==> src/rtl/ifetch_pkg.sv <==
// Shared types and constants for the instruction-fetch stage.
// Optional alignment checking is enabled by defining IFETCH_ALIGN_CHECK_EN.
package ifetch_pkg;

  typedef enum logic [1:0] {
    StBoot = 2'd0,
    StRun  = 2'd1,
    StHalt = 2'd2
  } ifetch_state_e;

  localparam logic [31:0] NopInstr         = 32'h0000_0000;
  localparam logic [31:0] PcResetDefault   = 32'h0000_0000;
  localparam logic [31:0] IntVectorDefault = 32'h0000_0800;

  // True when the low two bits would make a word fetch misaligned.
  function automatic logic is_misaligned(input logic [1:0] lo);
    return lo != 2'b00;
  endfunction

endpackage

==> src/rtl/pc_next_sel.sv <==
// Next-PC priority mux for the fetch stage: halt > eret > interrupt > redirect > stall > fetch.
// With IFETCH_ALIGN_CHECK_EN defined, misaligned redirect/eret targets halt the stage.
module pc_next_sel
  import ifetch_pkg::*;
#(
  parameter int unsigned        PC_BITS    = 32,
  parameter logic [PC_BITS-1:0] INT_VECTOR = PC_BITS'(IntVectorDefault)
) (
  input  logic               run_i,
  input  logic [PC_BITS-1:0] pc_i,
  input  logic [PC_BITS-1:0] epc_i,
  input  logic               in_isr_i,
  input  logic               stall_i,
  input  logic               redirect_valid_i,
  input  logic [PC_BITS-1:0] redirect_pc_i,
  input  logic               int_req_i,
  input  logic               eret_i,
  input  logic               halt_req_i,
  output logic [PC_BITS-1:0] pc_d_o,
  output logic               epc_we_o,
  output logic [PC_BITS-1:0] epc_d_o,
  output logic               squash_o,
  output logic               fetch_o,
  output logic               int_take_o,
  output logic               isr_clr_o,
  output logic               halt_o,
  output logic               align_err_o
);

`ifdef IFETCH_ALIGN_CHECK_EN
  localparam bit AlignCheck = 1'b1;
`else
  localparam bit AlignCheck = 1'b0;
`endif

  logic eret_bad, redir_bad;
  assign eret_bad  = AlignCheck && is_misaligned(epc_i[1:0]);
  assign redir_bad = AlignCheck && is_misaligned(redirect_pc_i[1:0]);

  // Resolve this cycle's control action in priority order; only active in RUN.
  always_comb begin
    pc_d_o      = pc_i;
    epc_we_o    = 1'b0;
    epc_d_o     = pc_i;
    squash_o    = 1'b0;
    fetch_o     = 1'b0;
    int_take_o  = 1'b0;
    isr_clr_o   = 1'b0;
    halt_o      = 1'b0;
    align_err_o = 1'b0;
    if (run_i) begin
      if (halt_req_i) begin
        halt_o = 1'b1;
      end else if (eret_i) begin
        if (eret_bad) begin
          halt_o      = 1'b1;
          align_err_o = 1'b1;
        end else begin
          pc_d_o    = epc_i;
          isr_clr_o = 1'b1;
          squash_o  = 1'b1;
        end
      end else if (int_req_i && !in_isr_i && !stall_i) begin
        // A same-cycle redirect is the instruction stream we must return to.
        int_take_o = 1'b1;
        epc_we_o   = 1'b1;
        epc_d_o    = redirect_valid_i ? redirect_pc_i : pc_i;
        pc_d_o     = INT_VECTOR;
        squash_o   = 1'b1;
      end else if (redirect_valid_i) begin
        if (redir_bad) begin
          halt_o      = 1'b1;
          align_err_o = 1'b1;
        end else begin
          pc_d_o   = redirect_pc_i;
          squash_o = 1'b1;
        end
      end else if (!stall_i) begin
        fetch_o = 1'b1;
        pc_d_o  = pc_i + PC_BITS'(4);
      end
    end
  end

endmodule

==> src/rtl/ifetch_unit.sv <==
// Instruction-fetch stage: owns the PC, drives the combinational ROM and fills the IF/ID register.
// Define IFETCH_ALIGN_CHECK_EN to trap misaligned redirect/eret targets into HALT with addr_err.
module ifetch_unit
  import ifetch_pkg::*;
#(
  parameter int unsigned        PC_BITS       = 32,
  parameter int unsigned        ROM_ADDR_BITS = 10,
  parameter logic [PC_BITS-1:0] PC_RESET      = PC_BITS'(PcResetDefault),
  parameter logic [PC_BITS-1:0] INT_VECTOR    = PC_BITS'(IntVectorDefault)
) (
  input  logic                     clk,
  input  logic                     rst,
  input  logic                     stall,
  input  logic                     redirect_valid,
  input  logic [PC_BITS-1:0]       redirect_pc,
  input  logic                     int_req,
  input  logic                     eret,
  input  logic                     halt_req,
  output logic [ROM_ADDR_BITS-1:0] rom_addr,
  output logic                     rom_sel,
  input  logic [31:0]              rom_dout,
  output logic                     id_valid,
  output logic [PC_BITS-1:0]       id_pc,
  output logic [31:0]              id_instr,
  output logic                     int_ack,
  output logic                     in_isr,
  output logic [PC_BITS-1:0]       epc,
  output logic                     addr_err
);

  ifetch_state_e      state_q, state_d;
  logic [PC_BITS-1:0] pc_q, pc_d;
  logic [PC_BITS-1:0] epc_q, epc_d;
  logic [PC_BITS-1:0] id_pc_q, id_pc_d;
  logic [31:0]        id_instr_q, id_instr_d;
  logic               id_valid_q, id_valid_d;
  logic               in_isr_q, in_isr_d;
  logic               addr_err_q, addr_err_d;

  logic               run;
  logic [PC_BITS-1:0] sel_pc_d, sel_epc_d;
  logic               sel_epc_we, sel_squash, sel_fetch, sel_int_take;
  logic               sel_isr_clr, sel_halt, sel_align_err;

  assign run = (state_q == StRun);

  pc_next_sel #(
    .PC_BITS    (PC_BITS),
    .INT_VECTOR (INT_VECTOR)
  ) u_pc_next_sel (
    .run_i            (run),
    .pc_i             (pc_q),
    .epc_i            (epc_q),
    .in_isr_i         (in_isr_q),
    .stall_i          (stall),
    .redirect_valid_i (redirect_valid),
    .redirect_pc_i    (redirect_pc),
    .int_req_i        (int_req),
    .eret_i           (eret),
    .halt_req_i       (halt_req),
    .pc_d_o           (sel_pc_d),
    .epc_we_o         (sel_epc_we),
    .epc_d_o          (sel_epc_d),
    .squash_o         (sel_squash),
    .fetch_o          (sel_fetch),
    .int_take_o       (sel_int_take),
    .isr_clr_o        (sel_isr_clr),
    .halt_o           (sel_halt),
    .align_err_o      (sel_align_err)
  );

  // FSM next state and register updates driven by the selected action.
  always_comb begin
    state_d    = state_q;
    pc_d       = pc_q;
    epc_d      = epc_q;
    id_pc_d    = id_pc_q;
    id_instr_d = id_instr_q;
    id_valid_d = id_valid_q;
    in_isr_d   = in_isr_q;
    addr_err_d = addr_err_q;
    unique case (state_q)
      StBoot: state_d = StRun;
      StRun: begin
        pc_d = sel_pc_d;
        if (sel_halt) begin
          state_d    = StHalt;
          id_valid_d = 1'b0;
        end else if (sel_squash) begin
          id_valid_d = 1'b0;
        end else if (sel_fetch) begin
          id_valid_d = 1'b1;
          id_pc_d    = pc_q;
          id_instr_d = rom_dout;
        end
        if (sel_epc_we) epc_d = sel_epc_d;
        if (sel_int_take) begin
          in_isr_d = 1'b1;
        end else if (sel_isr_clr) begin
          in_isr_d = 1'b0;
        end
        addr_err_d = addr_err_q | sel_align_err;
      end
      StHalt: id_valid_d = 1'b0;
      default: state_d = StBoot;
    endcase
  end

  // State and pipeline registers with asynchronous reset.
  always_ff @(posedge clk or posedge rst) begin
    if (rst) begin
      state_q    <= StBoot;
      pc_q       <= PC_RESET;
      epc_q      <= '0;
      id_pc_q    <= '0;
      id_instr_q <= NopInstr;
      id_valid_q <= 1'b0;
      in_isr_q   <= 1'b0;
      addr_err_q <= 1'b0;
    end else begin
      state_q    <= state_d;
      pc_q       <= pc_d;
      epc_q      <= epc_d;
      id_pc_q    <= id_pc_d;
      id_instr_q <= id_instr_d;
      id_valid_q <= id_valid_d;
      in_isr_q   <= in_isr_d;
      addr_err_q <= addr_err_d;
    end
  end

  assign rom_sel  = run;
  assign rom_addr = pc_q[ROM_ADDR_BITS+1:2];
  assign int_ack  = sel_int_take;
  assign id_valid = id_valid_q;
  assign id_pc    = id_pc_q;
  assign id_instr = id_instr_q;
  assign in_isr   = in_isr_q;
  assign epc      = epc_q;
  assign addr_err = addr_err_q;

endmodule

==> config.mk <==
export PLATFORM = sky130hd
export DESIGN_NAME = ifetch_unit
export DESIGN_NICKNAME = d
export VERILOG_FILES = /design/src/rtl/ifetch_pkg.sv /design/src/rtl/pc_next_sel.sv /design/src/rtl/ifetch_unit.sv
export SDC_FILE = /design/constraint.sdc
export NUM_CORES = 1
export LEC_CHECK = 0
export CAP_MARGIN = 20
export CORE_MARGIN = 2
export CORE_UTILIZATION = 49
export DETAILED_ROUTE_END_ITERATION = 6
export PLACE_DENSITY = 0.9
export SLEW_MARGIN = 0
export SYNTH_ARGS = -nofsm -noshare
export SYNTH_HDL_FRONTEND = slang
export SYNTH_SLANG_ARGS = --single-unit
==> constraint.sdc <==
create_clock -name clk -period 6.69 [get_ports clk]
set_clock_uncertainty 0.05 [all_clocks]
set_input_delay 2.007 -clock clk [delete_from_list [all_inputs] [get_ports clk]]
set_output_delay 2.007 -clock clk [all_outputs]
set_load 0.02 [all_outputs]
==> flow_metrics.py, run 1 <==
metrics = {
    "cts": {
        "cts_buffers": 17,
        "clock-sinks": 132,
        "clock-root-buffer": "clkbuf_16",
        "cts_tree": "done",
        "cts.htree.levels": 4,
        "cts_resized": 0,
        "clk_path_buf_depth": 2,
        "cts_setup_buffers": 0,
        "cts_hold_buf": 0,
        "clk_pin_slew_ns": 0.05,
        "clk_latency_ns": 0.41,
    },
    "power_and_ir_drop": {
        "power_density_nw_per_um2": 195,
        "leakagePower_nw": 4.11,
        "ir_drop_v": 0.000177,
    },
    "timing": {
        "setup_viol": 0,
        "period_share": 0.931,
        "fmax_ghz": 0.161,
        "finalSetupTns_ns": 0,
        "fin_crit_ns": 6.23,
        "rsz0062_at_grt": "no",
        "whs_ns": 0.418,
        "max_slew_margin": 0.259,
        "hold_violations": 0,
        "worst_pin_slew_ns": 1.11,
        "drv_slew": 0,
    },
    "drt": {
        "wire_per_inst_um": 17.2,
        "drc_errors": 0,
        "drt_iter0_drc": 469,
        "ant_nets": 0,
        "dr.pass1.iters": 5,
        "vias": 5947,
        "wl_mm": 18.5,
        "post_drt_via_cell_ratio": 5.54,
    },
    "finish": {
        "drive_gt1_frac": 0.0602,
        "fillers": 1074,
        "layout_common_cells": "nand2_1 (242), clkdlybuf4s50_1 (179), dfrtp_1 (132)",
        "finalNetCount": 962,
        "antenna_cells": 0,
        "finish.instance_area_um2": 8900,
        "layout_commonest_cell": "nand2_1",
        "area_growth_pct": 35.0,
    },
    "floorplanning": {
        "start_util": 0.500,
        "core_region_area_um2": 13200,
        "io_pins": 182,
        "die_h_um": 120,
        "fp-row-count": 42,
        "dieArea_um2": 14400,
        "die_x_um": 120,
    },
    "yosys": {
        "syn_avg_cell_area_um2": 8.94,
        "yosysTopAreaCellShare": 0.501,
        "synth_nets": 813,
        "syn_area_um2": 6600,
        "synth_top_area_cell": "dfrtp_1",
        "synth_edf_count": 0,
        "synth_area_leaders": "dfrtp_1 (50%), nand2_1 (14%), mux2i_1 (5.0%)",
        "ys_async_sr_fraction": 1.00,
        "synth_cell_types": 61,
        "yosysWarnings": 0,
        "ys_seq_area_frac": 0.501,
        "ys_ff_latch": 132,
        "synthFlopType": "dfrtp_1",
        "synth_cells": 738,
    },
    "setup_path": {
        "crit_type": "in2out",
        "cp-start-kind": "primary input",
        "path_depth": 5,
        "critPathBufInv": 3,
        "crit_top_cell": "clkdlybuf4s50_1",
        "cpPeakStageDelay_ns": 0.59,
        "crit_start": "stall",
        "regToRegStartpoint": "state_q[1]$_DFFE_PP0P_",
        "cp.arrival_ns": 4.17,
        "crit_path_max_fanout": 5,
        "cp.required_ns": 4.63,
        "critical_path.cell_chain": "clkdlybuf4s50_1 -> or3b_1 -> or3_2 -> inv_2 -> clkdlybuf4s50_1",
        "worstSetupEndpointType": "primary output",
        "crit_end": "int_ack",
        "crit_family": "buffers and inverters",
        "regToRegEndpoint": "id_pc[20]$_DFFE_PP0P_",
        "slowest_stage": "clkdlybuf4s50_1",
        "reg2reg_depth": 8,
        "rrSetupSlack_ns": 3.16,
    },
    "placement": {
        "dpl.hpwl_mm": 12.4,
        "io_buffers": 180,
        "place_area_um2": 8390,
        "routabilityCongestion": 0.833,
    },
    "worst_hold_path": {
        "worstHoldPathType": "reg2reg",
        "hold_path_depth": 2,
    },
    "grt": {
        "grt_pass1_wl_mm": 29.5,
        "grt_pass1_vias": 5678,
        "grt_max_degree": 91,
        "grt_usage": 0.262,
        "antenna_found_initial": 0,
        "grt-ovfl-total": 0,
    },
    "status": {
        "status": "finished clean",
    },
    "run": {
        "drv_cap": 0,
    },
}
registers in the layout, summed over array words and instances (netlist names):
signal    count
id_valid      1
in_isr        1
state_q       2
pc_q         32
id_pc        32
epc          32
id_instr     32
where the power goes:
| group | internal, mW | switching (mW) | leakage [nW] |
|---|---|---|---|
| clock | 0.509 | 0.321 | 0.259 |
| sequential | 0.799 | 0 | 1.81 |
| combinational | 0.0517 | 0.0531 | 2.05 |
| total | 1.36 | 0.374 | 4.11 |
cell families (layout without fill, tap and decap cells):
group	count (synthesis)	after routing	synth area share
muxes	34	34	0.0518
and+or+nand+nor	330	330	0.225
adders and majority gates	4	4	0.00759
buffers and inverters	73	232	0.0548
other	1	1	0.000568
xor gates and xnor gates	11	11	0.0146
AOI/OAI and AO/OA	153	153	0.145
DFF	132	132	0.501
worst min-delay path: stages (launching register included):
cell and delay [ns]:
dfrtp_1 0.33, nand2_1 0.05, nand2_1 0.05
area by class of cell:
cell class | instances | area (um^2) | area share
Inverter | 13 | 53.8 | 0.00604
Multi-Input combinational cell | 533 | 2940 | 0.330
Clock inverter | 7 | 60.1 | 0.00675
Timing Repair Buffer | 190 | 1870 | 0.210
Sequential cell | 132 | 3300 | 0.371
Clock buffer | 22 | 454 | 0.0510
Tap cell | 176 | 220 | 0.0247
through the flow:
stage                     power, mW  setup WS, ns  utilization  cells
after floorplan               0.861          1.11            -    738
after global placement        0.917         0.513        0.636   1044
after detailed placement      0.917         0.484        0.636   1044
after CTS                      1.75         0.471        0.675   1073
after global routing           1.80         0.427        0.675   1073
final                          1.73         0.465        0.675   1073
worst min path at each step:
stage | to | start
2_1_floorplan | id_pc[0]$_DFFE_PP0P_ | pc_q[0]$_DFFE_PP0P_
3_3_place_gp | id_pc[6]$_DFFE_PP0P_ | id_pc[6]$_DFFE_PP0P_
3_5_place_dp | id_pc[22]$_DFFE_PP0P_ | id_pc[22]$_DFFE_PP0P_
4_1_cts | id_pc[22]$_DFFE_PP0P_ | id_pc[22]$_DFFE_PP0P_
5_1_grt | id_instr[20]$_DFFE_PP0P_ | id_instr[20]$_DFFE_PP0P_
6_report | id_pc[16]$_DFFE_PP0P_ | id_pc[16]$_DFFE_PP0P_
Yosys cell counts, types with 4 or more instances:
library cell,count
mux2i_1,33
o221ai_1,5
xor2_1,6
nor2_1,20
dfrtp_1,132
clkbuf_1,23
a21boi_0,6
buf_6,4
o211ai_1,4
buf_1,9
nor3_1,7
buf_2,13
ha_1,4
a21oi_1,31
nand4_1,10
a32oi_1,10
nand2_1,242
o21ai_1,42
o21ai_0,25
a32o_1,4
xnor2_1,5
inv_1,12
buf_4,11
nand3_1,13
and3_1,7
layer usage:
| metal | global-route usage | wire [um] | up-vias |
|---|---|---|---|
| met5 | 0 | 0 | - |
| met4 | 0.112 | 477 | 0 |
| met3 | 0.0547 | 1250 | 31 |
| met2 | 0.414 | 8960 | 259 |
| met1 | 0.349 | 7810 | 2837 |
| li1 | - | - | 2820 |
Note: power is estimated with default switching activity, not from simulation.
==> run 2: changes to the inputs <==
--- a/config.mk
+++ b/config.mk
@@ -10,6 +10,7 @@
 export CORE_UTILIZATION = 49
 export DETAILED_ROUTE_END_ITERATION = 6
 export PLACE_DENSITY = 0.9
+export REMOVE_ABC_BUFFERS = 1
 export SLEW_MARGIN = 0
 export SYNTH_ARGS = -nofsm -noshare
 export SYNTH_HDL_FRONTEND = slang
==> run 2 against run 1 <==
Net effect:
- count of clock-buffer cells in the layout grew 2
- register-to-register slack gained 0.12 ns
- global-route usage shrank 0.24 points
- combinational power is essentially flat
- die area is the same
- sequential power is essentially flat
- setup slack gained 0.067 ns
- design area shrank 0.11%
- critical endpoint unchanged
==> flow_metrics.py, run 2 (synthesis results as in run 1) <==
metrics = {
    "status": {
        "status": "finished clean",
    },
    "setup_path": {
        "crit_top_cell": "clkdlybuf4s50_1",
        "critPathBufInv": 3,
        "slowest_stage": "clkdlybuf4s50_1",
        "worstSetupEndpointType": "primary output",
        "critical_path.cell_chain": "clkdlybuf4s50_1 -> or3b_1 -> or3_2 -> inv_2 -> clkdlybuf4s50_1",
        "cp.required_ns": 4.63,
        "crit_path_max_fanout": 5,
        "crit_family": "buffers and inverters",
        "cpPeakStageDelay_ns": 0.59,
        "crit_type": "in2out",
        "cp.arrival_ns": 4.10,
        "cp-start-kind": "primary input",
    },
    "timing": {
        "period_share": 0.921,
        "worst_pin_slew_ns": 0.928,
        "rsz0062_at_grt": "no",
        "setup_viol": 0,
        "finalSetupTns_ns": 0,
        "fin_crit_ns": 6.16,
        "fmax_ghz": 0.162,
        "hold_violations": 0,
        "drv_slew": 0,
        "whs_ns": 0.419,
        "max_slew_margin": 0.380,
    },
    "floorplanning": {
        "fp-row-count": 42,
        "dieArea_um2": 14400,
        "core_region_area_um2": 13200,
        "io_pins": 182,
        "die_h_um": 120,
        "start_util": 0.500,
        "die_x_um": 120,
    },
    "cts": {
        "cts_buffers": 17,
        "clock-sinks": 132,
        "clk_path_buf_depth": 2,
        "cts.htree.levels": 4,
        "clock-root-buffer": "clkbuf_16",
        "cts_hold_buf": 0,
        "cts_tree": "done",
        "clk_pin_slew_ns": 0.05,
        "clk_latency_ns": 0.42,
        "cts_resized": 0,
        "cts_setup_buffers": 0,
    },
    "finish": {
        "area_growth_pct": 34.8,
        "layout_common_cells": "nand2_1 (242), clkdlybuf4s50_1 (178), dfrtp_1 (132)",
        "final_cells": 1069,
        "layout_commonest_cell": "nand2_1",
        "antenna_cells": 0,
        "drive_gt1_frac": 0.0594,
        "finalNetCount": 963,
        "fillers": 1023,
        "finish.instance_area_um2": 8890,
    },
    "grt": {
        "antenna_found_initial": 0,
        "grt_pass1_wl_mm": 29.5,
        "grt_max_degree": 100,
        "grt_usage": 0.259,
        "grt_pass1_vias": 5803,
        "grt-ovfl-total": 0,
    },
    "drt": {
        "wire_per_inst_um": 17.0,
        "wl_mm": 18.2,
        "drc_errors": 0,
        "drt_iter0_drc": 412,
        "ant_nets": 0,
        "post_drt_via_cell_ratio": 5.51,
        "vias": 5886,
        "dr.pass1.iters": 5,
    },
    "placement": {
        "dp.cells": 1045,
        "place_area_um2": 8390,
        "io_buffers": 180,
        "dpl.hpwl_mm": 12.1,
        "routabilityCongestion": 0.803,
    },
    "run": {
        "drv_cap": 0,
    },
    "power_and_ir_drop": {
        "leakagePower_nw": 4.11,
        "ir_drop_v": 0.000187,
        "power_density_nw_per_um2": 193,
        "power_mw": 1.72,
    },
    "worst_hold_path": {
        "worstHoldPathType": "reg2reg",
    },
}
[run 2: cell count changes in the layout (fill, tap and decap cells not counted)]
cell,before,now
bufinv_16,1,0
clkbuf_2,0,1
buf_4,10,11
clkbuf_8,1,5
clkbuf_1,4,2
clkinv_2,6,0
clkdlybuf4s50_1,179,178
[run 2: layout make-up]
cell class	count	area, um^2	area share
Tap cell	176	220	0.0248
Clock buffer	24	502	0.0564
Sequential cell	132	3300	0.371
Multi-Input combinational cell	533	2940	0.331
Timing Repair Buffer	191	1870	0.211
Inverter	13	53.8	0.00605
[run 2: through the flow]
step / worst slack (ns) / util
after floorplan: 1.04 / -
after global placement: 0.571 / 0.636
after detailed placement: 0.535 / 0.636
after CTS: 0.528 / 0.674
after global routing: 0.456 / 0.674
final: 0.532 / 0.674
[run 2: path summary, 6_finish.rpt]
path                       cells after the start                      from                       end  slack (ns)
max                                            5                     stall                   int_ack        0.53
min                                            2  id_instr[13]$_DFFE_PP0P_  id_instr[13]$_DFFE_PP0P_        0.42
max reg2reg                                    8    state_q[1]$_DFFE_PP0P_  id_instr[17]$_DFFE_PP0P_        3.28
min reg2reg                                    2  id_instr[13]$_DFFE_PP0P_  id_instr[13]$_DFFE_PP0P_        0.42
max in group asynchronous                      3                       rst      id_pc[0]$_DFFE_PP0P_        3.46
min in group asynchronous                      2                       rst  id_instr[10]$_DFFE_PP0P_        2.10
[run 2: metal layers]
| layer | vias to the layer above | routed length [um] | share of wire | global-route usage |
|---|---|---|---|---|
| met2 | 240 | 9000 | 0.49 | 0.426 |
| met5 | - | 0 | 0 | 0 |
| met1 | 2799 | 7510 | 0.41 | 0.338 |
| met3 | 28 | 1390 | 0.076 | 0.0661 |
| li1 | 2819 | - | - | - |
| met4 | 0 | 289 | 0.016 | 0.0772 |
[run 2: power breakdown]
group | switching, mW | internal, mW
clock network | 0.309 | 0.505
registers | 0 | 0.800
logic | 0.0542 | 0.0515
[run 2: tightest hold or removal path, delay by kind of cell, from the launching register on]
| kind | cells | cell delay (ns) |
|---|---|---|
| and+or+nand+nor | 2 | 0.10 |
| DFF | 1 | 0.33 |
==> RTL change, RTL diff (config.mk and constraints of run 2) <==
The parameter `ROM_ADDR_BITS` goes from 10 to 11.
--- a/src/rtl/ifetch_unit.sv
+++ b/src/rtl/ifetch_unit.sv
@@ -4,7 +4,7 @@
   import ifetch_pkg::*;
 #(
   parameter int unsigned        PC_BITS       = 32,
-  parameter int unsigned        ROM_ADDR_BITS = 10,
+  parameter int unsigned        ROM_ADDR_BITS = 11,
   parameter logic [PC_BITS-1:0] PC_RESET      = PC_BITS'(PcResetDefault),
   parameter logic [PC_BITS-1:0] INT_VECTOR    = PC_BITS'(IntVectorDefault)
 ) (
Interface: changed (resized rom_addr); port bits go from 182 to 183. No check against the original RTL was run, so the function may have changed too.
==> RTL change against run 2 <==
Routed wire length is 0.58% higher; cell count is 0.65% higher; worst setup slack better by 0.012 ns; synthesized area is 0.11% higher; count of clock-buffer cells in the layout is 3 higher; register-to-register slack hardly changed; hold slack worse by 0.0015 ns; global-route usage is 0.69 points higher; design area is 0.30% higher; via count is 2.0% higher; total power is 1.1% higher; non-clock buffer count stayed put; sequential cell count stayed put; critical path type unchanged; largest cell class unchanged; largest power group unchanged.
==> RTL change: results (changes against run 2) <==
vdd_drop_max_uv: 154  # was 187 uV
layout-drive-gt1-share_pct: 6.11  # was 5.94%
synth_area_leaders: "dfrtp_1, nand2_1, mux2i_1, o21ai_1, a21oi_1"  # unchanged
ys_seq_area_share_pct: 50.0  # was 50.1%
run_status: "complete, no violations"  # unchanged
initial_antenna_violation_count: 0  # unchanged
clk_path_buf_depth: 2  # unchanged
synth-warning-count: 0  # unchanged
dr.pass1.iters: 5  # unchanged
switching_share_pct: 21.7  # was 21.1%
dp_hpwl_um: 11900  # was 12100 um
detail_route.wl_per_cell_um: 17.0  # about the same
n_fill_cell: 1062  # was 1023
io_buffer_count: 181  # was 180
gp_congestion: 0.800  # was 0.803
worstRegToRegCells: 8  # unchanged
vias_per_cell: 5.58  # was 5.51
cts.repair_timing.setup_buffer_count: 0  # unchanged
yosys_most_used_dff: "dfrtp_1"  # unchanged
timing.critical_path.arrival_ns: 4.09  # was 4.10 ns
cts.reportedPaths.clkPinSlew_ns: 0.05  # about the same
min_path_type: "register to register"  # unchanged
cts_resized: 0  # unchanged
leakagePower_nw: 4.12  # was 4.11 nW
clock_latency_ns: 0.42  # about the same
synthTopCellsByCount: "nand2_1, dfrtp_1, o21ai_1, mux2i_1, a21oi_1"  # unchanged
grt_max_degree: 98  # was 100
numCtsBuffers: 17  # unchanged
grt_pass1_wl_um: 29900  # was 29500 um
max-slew-margin-rel_pct: 41.5  # was 38.0%
ys_types: 61  # unchanged
critPathMaxFanout: 5  # unchanged
gr-usage-all-layers_pct: 26.6  # was 25.9%
postSynth.asyncResetShare_pct: 100  # unchanged
clockRootBuffer: "clkbuf_16"  # unchanged
first_global_vias: 5801  # was 5803
final_net_count: 963  # unchanged
dr.first_iter.drc_count: 427  # was 412
worstHoldPathCells: 2  # unchanged
antenna_diode_count: 0  # unchanged
htree_num_levels: 4  # unchanged
-- RTL change: cell count changes after synthesis, sizes merged --
cell	run 2	this run
buf	37	38
-- RTL change: area by class of cell --
cell class                      instances  area [um2]  area share [%]
Clock buffer                           27         503            5.64
Clock inverter                          4        22.5           0.252
Inverter                               13        53.8           0.603
Multi-Input combinational cell        533        2940            33.0
Sequential cell                       132        3300            37.0
Tap cell                              176         220            2.47
Timing Repair Buffer                  191        1880            21.0
-- RTL change: cells by family after synthesis --
family	synth area share [%]
AOI/OAI and AO/OA	14.5
xor gates and xnor gates	1.46
adders and majority gates	0.758
buffers and inverters	5.59
DFF	50.0
muxes	5.17
other	0.0568
and+or+nand+nor	22.5
-- RTL change: path summary, 6_finish.rpt --
kind,from,slack (ns),to
setup / recovery,stall,0.54,int_ack
hold / removal,id_instr[2]$_DFFE_PP0P_,0.42,id_instr[2]$_DFFE_PP0P_
setup reg to reg,state_q[1]$_DFFE_PP0P_,3.29,pc_q[17]$_DFFE_PP0P_
hold reg to reg,id_instr[2]$_DFFE_PP0P_,0.42,id_instr[2]$_DFFE_PP0P_
max in group asynchronous,rst,3.49,pc_q[1]$_DFFE_PP0P_
min in group asynchronous,rst,2.10,id_instr[7]$_DFFE_PP0P_
-- RTL change: power by group through the flow --
stage / Clock (mW) / Sequential [mW] / Combinational [mW]
global route: 0.883 / 0.799 / 0.116
finish: 0.832 / 0.799 / 0.106
floorplan: 0 / 0.813 / 0.0370
global placement: 0 / 0.813 / 0.104
CTS: 0.844 / 0.799 / 0.107
detailed placement: 0 / 0.813 / 0.106
-- RTL change: through the flow --
stage / instance area [um2] / setup slack, ns / util [%] / instances / total power, mW
after global placement: 8390 / 0.577 / 63.6 / 1045 / 0.917
after global routing: 8920 / 0.492 / 67.6 / 1076 / 1.80
after detailed placement: 8390 / 0.545 / 63.6 / 1045 / 0.919
after floorplan: 6280 / 1.04 / - / 678 / 0.850
after CTS: 8920 / 0.542 / 67.6 / 1076 / 1.75
final: 8920 / 0.544 / 67.6 / 1076 / 1.74
-- RTL change: metal layers --
metal	vias up	part of all wire (%)	global-route usage, %	routed length [um]
met5	-	0	0	0
met4	0	2.2	10.1	408
met3	28	6.5	6.23	1190
met2	229	50	43.5	9060
met1	2928	42	34.4	7630
li1	2820	-	-	-
-- RTL change: worst max-delay path, cell delays in order --
cell and delay (ns):
clkdlybuf4s50_1 0.49, or3b_1 0.44, or3_2 0.50, inv_2 0.06, clkdlybuf4s50_1 0.59
